[config.mk]
export PLATFORM = sky130hd
export DESIGN_NAME = rf_bypass_sb
export DESIGN_NICKNAME = d
export VERILOG_FILES = /design/src/rtl/rf_pkg.sv /design/src/rtl/rf_scoreboard.sv /design/src/rtl/rf_bypass_sb.sv
export SDC_FILE = /design/constraint.sdc
export NUM_CORES = 2
export LEC_CHECK = 0
export BUFFER_PORTS_ARGS = -buffer_cell sky130_fd_sc_hd__buf_4
export CAP_MARGIN = 20
export CELL_PAD_IN_SITES_DETAIL_PLACEMENT = 0
export CELL_PAD_IN_SITES_GLOBAL_PLACEMENT = 2
export CORE_MARGIN = 1.5
export CORE_UTILIZATION = 47
export CTS_BUF_LIST = sky130_fd_sc_hd__clkbuf_16
export CTS_CLUSTER_DIAMETER = 150
export DETAILED_ROUTE_END_ITERATION = 7
export PLACE_DENSITY_LB_ADDON = 0.2
export REMOVE_ABC_BUFFERS = 1
export SLEW_MARGIN = 0
export SYNTH_ARGS = -nofsm -noshare
export SYNTH_HDL_FRONTEND = slang
export SYNTH_SLANG_ARGS = --single-unit
[constraint.sdc]
create_clock -name clk -period 4.25 [get_ports clk]
set_input_delay 0 -clock clk [delete_from_list [all_inputs] [get_ports clk]]
set_output_delay 0 -clock clk [all_outputs]
set_load 0.02 [all_outputs]
[src/rtl/rf_pkg.sv]
// Shared defaults and types for the decode-stage register file and its
// pending-write scoreboard.
package rf_pkg;

   localparam int DATA_W_DEF = 32;
   localparam int ADDR_W_DEF = 5;
   localparam int NREAD_DEF  = 2;

   typedef logic [ADDR_W_DEF-1:0] reg_addr_t;

   localparam reg_addr_t REG_ZERO = '0;

endpackage

[src/rtl/rf_scoreboard.sv]
// Per-register pending-write tracker: reserve sets busy, completing write clears
// it, and pend_cnt mirrors popcount(busy) incrementally.
module rf_scoreboard
   import rf_pkg::*;
#(
   parameter int ADDR_W   = ADDR_W_DEF,
   parameter int ZERO_REG = 1
) (
   input  logic                   clk,
   input  logic                   rst_n,
   input  logic                   wv,
   input  logic [ADDR_W-1:0]      wa,
   input  logic                   rv,
   input  logic [ADDR_W-1:0]      resv_addr,
   output logic [2**ADDR_W-1:0]   busy,
   output logic [ADDR_W:0]        pend_cnt
);

   localparam int DEPTH = 2**ADDR_W;

   logic [DEPTH-1:0] busy_nxt;
   logic             cnt_inc;
   logic             cnt_dec;

   always_comb begin
      busy_nxt = busy;
      if (wv) busy_nxt[wa] = 1'b0;
      if (rv) busy_nxt[resv_addr] = 1'b1;
      if (ZERO_REG != 0) busy_nxt[int'(REG_ZERO)] = 1'b0;
   end

   // A clear that collides with a re-reserve of the same register is net zero.
   always_comb begin
      cnt_inc = rv && !busy[resv_addr];
      cnt_dec = wv && busy[wa] && !(rv && (resv_addr == wa));
   end

   always_ff @(posedge clk or negedge rst_n) begin
      if (!rst_n) begin
         busy     <= '0;
         pend_cnt <= '0;
      end else begin
         busy <= busy_nxt;
         case ({cnt_inc, cnt_dec})
            2'b10:   pend_cnt <= pend_cnt + (ADDR_W+1)'(1);
            2'b01:   pend_cnt <= pend_cnt - (ADDR_W+1)'(1);
            default: pend_cnt <= pend_cnt;
         endcase
      end
   end

endmodule

[src/rtl/rf_bypass_sb.sv]
// Decode-stage register file: NREAD combinational read ports with write-to-read
// bypass, one posedge write port, and a pending-producer scoreboard.
module rf_bypass_sb
   import rf_pkg::*;
#(
   parameter int DATA_W   = DATA_W_DEF,
   parameter int ADDR_W   = ADDR_W_DEF,
   parameter int NREAD    = NREAD_DEF,
   parameter int ZERO_REG = 1
) (
   input  logic                    clk,
   input  logic                    rst_n,
   input  logic [NREAD*ADDR_W-1:0] rd_addr,
   output logic [NREAD*DATA_W-1:0] rd_data,
   output logic [NREAD-1:0]        rd_busy,
   input  logic                    we,
   input  logic [ADDR_W-1:0]       wa,
   input  logic [DATA_W-1:0]       wd,
   input  logic                    resv_en,
   input  logic [ADDR_W-1:0]       resv_addr,
   output logic [ADDR_W:0]         pend_cnt
);

   localparam int DEPTH = 2**ADDR_W;

   logic [DATA_W-1:0] rf [DEPTH];
   logic [DEPTH-1:0]  busy;
   logic              wv;
   logic              rv;

   assign wv = we      && !((ZERO_REG != 0) && (wa == '0));
   assign rv = resv_en && !((ZERO_REG != 0) && (resv_addr == '0));

   always_ff @(posedge clk or negedge rst_n) begin
      if (!rst_n) begin
         for (int j = 0; j < DEPTH; j++) rf[j] <= '0;
      end else if (wv) begin
         rf[wa] <= wd;
      end
   end

   rf_scoreboard #(
      .ADDR_W   (ADDR_W),
      .ZERO_REG (ZERO_REG)
   ) u_sb (
      .clk       (clk),
      .rst_n     (rst_n),
      .wv        (wv),
      .wa        (wa),
      .rv        (rv),
      .resv_addr (resv_addr),
      .busy      (busy),
      .pend_cnt  (pend_cnt)
   );

   for (genvar i = 0; i < NREAD; i++) begin : g_rd
      logic [ADDR_W-1:0] addr;
      logic              hit_wr;
      logic              is_zero;

      assign addr    = rd_addr[i*ADDR_W +: ADDR_W];
      assign hit_wr  = wv && (wa == addr);
      assign is_zero = (ZERO_REG != 0) && (addr == '0);

      assign rd_data[i*DATA_W +: DATA_W] = is_zero ? '0 :
                                           hit_wr  ? wd : rf[addr];
      // The completing write releases its waiting readers in the same cycle.
      assign rd_busy[i] = busy[addr] && !hit_wr;
   end

endmodule

Word level (Yosys, flattened, before mapping)

Cells that the tools add are included.

Reductions and logical operators: 24
Shift-type cells: 0
Order comparisons: 10
Multiply operators: 0
Mux-type cells: 28
Bitwise operators: 6
$add $sub $neg: 2
Eq/ne operators: 5
Div/mod/pow operators: 0

Operators with widths:

| cell                | count |
|---|---|
| $bwmux 1024         | 1 |
| $mux 32             | 11 |
| $bmux 32 s5         | 2 |
| $demux 32 s5        | 1 |
| $and 32x32->32      | 1 |
| $not 32->32         | 1 |
| $or 32x32->32       | 1 |
| $lt 5x6->1 const B  | 4 |
| $bmux 1 s5          | 4 |
| $logic_not 5->1     | 4 |
| $ge 6x6->1 const B  | 3 |
| $not 5->6           | 3 |
| $eq 5x5->1          | 3 |
| $logic_and 1x1->1   | 13 |
| $pmux 6 s2          | 1 |
| $demux 1 s5         | 2 |
| $ge 5x1->1 const B  | 2 |
| $add 6x1->6 const B | 1 |
| $logic_not 1->1     | 6 |
| $lt 6x1->1 const B  | 1 |
| $mux 1              | 6 |
| $sub 6x1->6 const B | 1 |
| $eq 2x1->1 const B  | 1 |
| $eq 2x2->1 const B  | 1 |
| $reduce_bool 2->1   | 1 |

Bits in writable memories: 0
Logic and storage cells: 109
Bits in latches: 0
Memories: 0
Register bits: 1,061
Output and inout port bits: 72
Bits of input ports: 56
Bits in read-only memories: 0

Depth between registers and ports, before layout

Word-level depth: 9
Gate-level depth with buffers: 14
Gate-level depth less buffers: 12

By module

From an unflattened synthesis, not the netlist that was laid out.

Cells, all modules: 4,090
Area total of the unflattened synthesis: 57,835.5 µm²

Modules (own cells, without submodules):

| module        | area an instance (µm²) | cells each | sequential area each (µm²) | instances |
|---|---|---|---|---|
| rf_bypass_sb  | 55,474.5               | 3,862      | 25,624.6                   | 1 |
| rf_scoreboard | 2,361.0                | 228        | 925.9                      | 1 |

Worst setup path before layout

No wires, ideal clock.

Path type: input to register
Start point: input resv_addr[0]
End point: register u_sb.pend_cnt[5]
Path buffers: 1
Setup time: 128 ps
Data required time: 4,122 ps
Cell stages on the path: 11
Data arrival time: 2,905 ps
Slack: 1,216 ps
Path through: buf_1 mux4_2 mux2_2 nand3_1 o2111ai_1 ha_1 ha_1 or4b_2 o21ai_0 a211oi_1 xnor2_1

Longest elaborated chain between the ends: 8
Elaborated cells on any way between the ends: 15
Classes of those cells: eq/ne: 3; mux: 3; reduce/logical: 9

Ends and longest elaborated chain:

| element                                                            | RTL line            | RTL |
|---|---|---|
| start: declaration                                                 | rf_bypass_sb.sv:20  | `input logic [ADDR_W-1:0] resv_addr,` |
| parallel branches: the longest is 8 deep, another holds $pmux 6 s2 | n/a                 |  |
| end signal: assignment                                             | rf_scoreboard.sv:45 | `2'b10: pend_cnt <= pend_cnt + (ADDR_W+1)'(1);` |
| end signal: assignment                                             | rf_scoreboard.sv:46 | `2'b01: pend_cnt <= pend_cnt - (ADDR_W+1)'(1);` |
| end signal: assignment                                             | rf_scoreboard.sv:47 | `default: pend_cnt <= pend_cnt;` |
| end: declaration                                                   | rf_scoreboard.sv:16 | `output logic [ADDR_W:0] pend_cnt` |

Several ways; the timed one is not identified. The select of a mux whose other input is x is not followed.
A chain may end at the register's enable or synchronous reset.

Worst setup path after layout

Start point: input wa[4]
End point: output rd_data[61]

Longest elaborated chain between the ends: 6
Elaborated cells on any way between the ends: 7
Classes of those cells: eq/ne: 1; mux: 2; reduce/logical: 4

Ends and longest elaborated chain:

| element               | RTL line           | RTL |
|---|---|---|
| start: declaration    | rf_bypass_sb.sv:17 | `input logic [ADDR_W-1:0] wa,` |
| $logic_not 5->1       | rf_bypass_sb.sv:31 | `assign wv = we && !((ZERO_REG != 0) && (wa == '0));` |
| $logic_not 1->1       | rf_bypass_sb.sv:31 |  |
| $logic_and 1x1->1     | rf_bypass_sb.sv:31 |  |
| $logic_and 1x1->1 (*) | rf_bypass_sb.sv:62 | `assign hit_wr = wv && (wa == addr);` |
| $mux 32 (*)           | rf_bypass_sb.sv:66 | `hit_wr ? wd : rf[addr];` |
| $mux 32 (*)           | rf_bypass_sb.sv:65 | `assign rd_data[i*DATA_W +: DATA_W] = is_zero ? '0 :` |
| end: declaration      | rf_bypass_sb.sv:14 | `output logic [NREAD*DATA_W-1:0] rd_data,` |

Every way passes the cells marked *; elsewhere a longest branch is shown, timed or not.

==> metrics.yaml <==
skew_ns: 0.00751
dp_hpwl_mm: 103
pre_cts_ws_ns: 0.947
synth_ff_type: "dfrtp_1"
cap_violations: 0
fin_util_pct: 52.7
synth_common_cells: "dfrtp_1 (1061), mux2_2 (965), mux4_2 (516), clkbuf_1 (267), nand2_1 (153)"
vias: 36900
cts_tree: "done"
finalCritPeriodShare_pct: 79.3
clk_latency_ns: 0.75
power_frac_clock_pct: 33.1
drtPass1Iterations: 5
post-place-cells: 5334
seq_power_share_pct: 45.1
synth_top_area_share_pct: 46.2
synth-edff-count: 0
syn_area_per_cell_um2: 14.7
instances_no_fill: 5602
dieArea_mm2: 0.124
yosysMostFrequentCell: "dfrtp_1"
synth_seq_cells: 1061
worst-path-buf-inv: 4
post_cts_buffers: 0
finalCriticalPeriod_ns: 3.37
power_switching_share_pct: 28.2
grt_util_met1_pct: 42.0
ys_types: 60
start_kind: "input port"
routabilityCongestion: 0.809
setup_slack_ns: 0.878
synth_area_leaders: "dfrtp_1 (46%), mux4_2 (20%), mux2_2 (19%)"
worstSetupPathType: "in -> out"
pin_count: 128
grt_start_max_net_pins: 133
crit_chain: "dlygate4sd3_1 -> buf_4 -> or3_1 -> o31ai_4 -> nor3_1 -> nor3_4 -> buf_4 -> a221o_1 -> buf_4"
power.density_mw_per_mm2: 465
antenna_found_initial: 2
netlist_instances: 3922
yosys.area.top_type: "dfrtp_1"
grt_pass1_vias: 38000
arrival_ns: 3.37
run_status: "complete, no violations"
max-slew-margin-rel_pct: 24.1
grt_overflow: 0
hold_viol: 0
vias_per_cell: 6.58
htreeDepth: 3
io_buffers: 127
cp_max_fo: 13
drive_gt1_share_pct: 48.4
internal-power_mw: 21.4
finalNetCount: 3944
clock_tree.root_cell: "clkbuf_16"
drc: 0
global_route.usage.met2_pct: 46.1
grt_use_total_pct: 29.2
totalWireLength_mm: 180
busiest_layer: "met2"
rsz0062_at_grt: "false"
syn_area_mm2: 0.0575
ir_worst_vdd_mv: 0.332
drt_iter0_drc: 3024
start_util_pct: 47.3
ctsLongestPathBuffers: 3
drv_slew: 0
nFillCells: 10200
hp-class: "in -> async"
ctsResizeCount: 0
finalSetupTns_ns: 0
die_h_um: 353
clock-sinks: 1061
crit_slowest_cell: "nor3_4"
ys_seq_area_share_pct: 46.2
crit_top_cell: "buf_4"
clock.fmax_mhz: 297
cp_top_family: "simple AND/OR/NAND/NOR gates"
async_reset_ff_share_pct: 100
ys_warn_count: 0
grt_pass1_wl_mm: 269
endpoint_kind: "output pin"
max_stage_delay_ns: 0.79
area_growth_pct: 11.5
ant_nets: 0
switching_power_mw: 8.42
use_met3_pct: 4.55
leakagePower_nw: 27.7
core_mm2: 0.122
die_width_um: 353
setup_violations: 0
combinationalPowerShare_pct: 21.9
rows: 128
clk_pin_slew_ns: 0.06
worst_pin_slew_ns: 1.13
wl_per_cell_um: 32.2
cp.required_ns: 4.25
numCtsBuffers: 120
==> layout make-up <==
cell class                      instances  area [um^2]  share of cell area (%)
Clock inverter                         94          597                   0.931
Sequential cell                      1061        26600                    41.4
Antenna cell                            1         2.50                 0.00390
Inverter                               14         55.1                  0.0859
Multi-Input combinational cell       2397        29100                    45.3
Clock buffer                          122         3050                    4.76
Timing Repair Buffer                  288         2760                    4.30
Tap cell                             1625         2030                    3.17
==> routing by layer <==
metal	share of wire, %	routed length (um)
met5	0.0072	13
met4	3.1	5520
met3	5.7	10400
met1	44	79400
met2	47	85200
==> repair_timing <==
item	CTS	global route
setup endpoints to repair	0	0
endpoints found under the hold margin	1450	0
hold buffers	50	0
==> stage by stage <==
| step | hold slack (ns) | instance area, um^2 | power, mW |
|---|---|---|---|
| 6_report | 0.0523 | 64100 | 29.8 |
| 5_1_grt | 0.0560 | 64100 | 31.2 |
| 4_1_cts | 0.00147 | 64100 | 30.0 |
| 3_5_place_dp | 0.0783 | 59900 | 20.1 |
| 3_3_place_gp | 0.0768 | 59900 | 19.9 |
| 2_1_floorplan | -0.296 | 55400 | 17.7 |
==> flip-flops by register name, indices dropped and copies added (netlist names) <==
name	count
u_sb.pend_cnt	6
u_sb.busy	31
rf	1024
==> logic make-up (layout without fill, tap and decap cells) <==
kind of cell               Yosys count  count (layout)  synth area share (%)
adders and majority gates            6               6                 0.144
muxes                             1629            1629                  41.7
and+or+nand+nor                    356             356                  2.97
other                                0               1                     0
AOI/OAI and AO/OA                  387             387                  4.96
buffers and inverters              464             518                  3.78
DFF                               1061            1061                  46.2
xor gates and xnor gates            19              19                 0.289
==> cell usage in the layout, fill, tap and decap left out, drive strengths merged, types with 4 or more instances in the layout <==
cell,instances
nor4,6
o22ai,79
bufinv,6
a21oi,21
ha,5
o21ai,82
mux2,965
inv,50
and3,14
nor3b,4
xnor2,13
nand2b,8
nor2,37
nand2,153
nand3,11
a22o,9
nor2b,50
dlygate4sd3,49
a22oi,12
a311oi,7
nor3,55
a32o,40
clkinv,51
clkbuf,122
dfrtp,1061
a221oi,33
mux4,516
or2,4
xor2,6
mux2i,148
buf,239
nand3b,4
a221o,34
a211oi,54
o31ai,5
==> path summary, 6_finish.rpt <==
path | to | depth (start not counted) | startpoint | slack, ns
worst max-delay path | rd_data[61] | 9 | wa[4] | 0.88
worst min-delay path | rf[878]$_DFFE_PN0P_ | 3 | rst_n | 0.05
worst max register to register | u_sb.pend_cnt[5]$_DFFE_PN0P_ | 10 | u_sb.busy[7]$_DFF_PN0_ | 0.92
worst min register to register | rf[992]$_DFFE_PN0P_ | 0 | rf[992]$_DFFE_PN0P_ | 0.39
max in group asynchronous | rf[920]$_DFFE_PN0P_ | 3 | rst_n | 3.42
min in group clk | u_sb.busy[31]$_DFF_PN0_ | 4 | wa[2] | 0.09
==> power by group through the flow <==
stage | combinational, mW | clock [mW] | sequential, mW
after floorplan | 4.54 | 0 | 13.1
after global placement | 6.41 | 0 | 13.5
after detailed placement | 6.48 | 0 | 13.6
after CTS | 6.57 | 10.0 | 13.4
after global routing | 7.02 | 10.5 | 13.7
final | 6.52 | 9.86 | 13.5
==> worst register-to-register path, stage by stage (launching register included) <==
cell	delay (ns)
dfrtp_1	0.41
mux4_2	0.48
mux2_2	0.27
a21oi_1	0.18
o2111ai_1	0.17
ha_1	0.36
ha_1	0.36
or4b_2	0.66
o21ai_0	0.10
a211oi_1	0.08
xnor2_1	0.13
No activity file was read; power rests on OpenSTA's default activity.
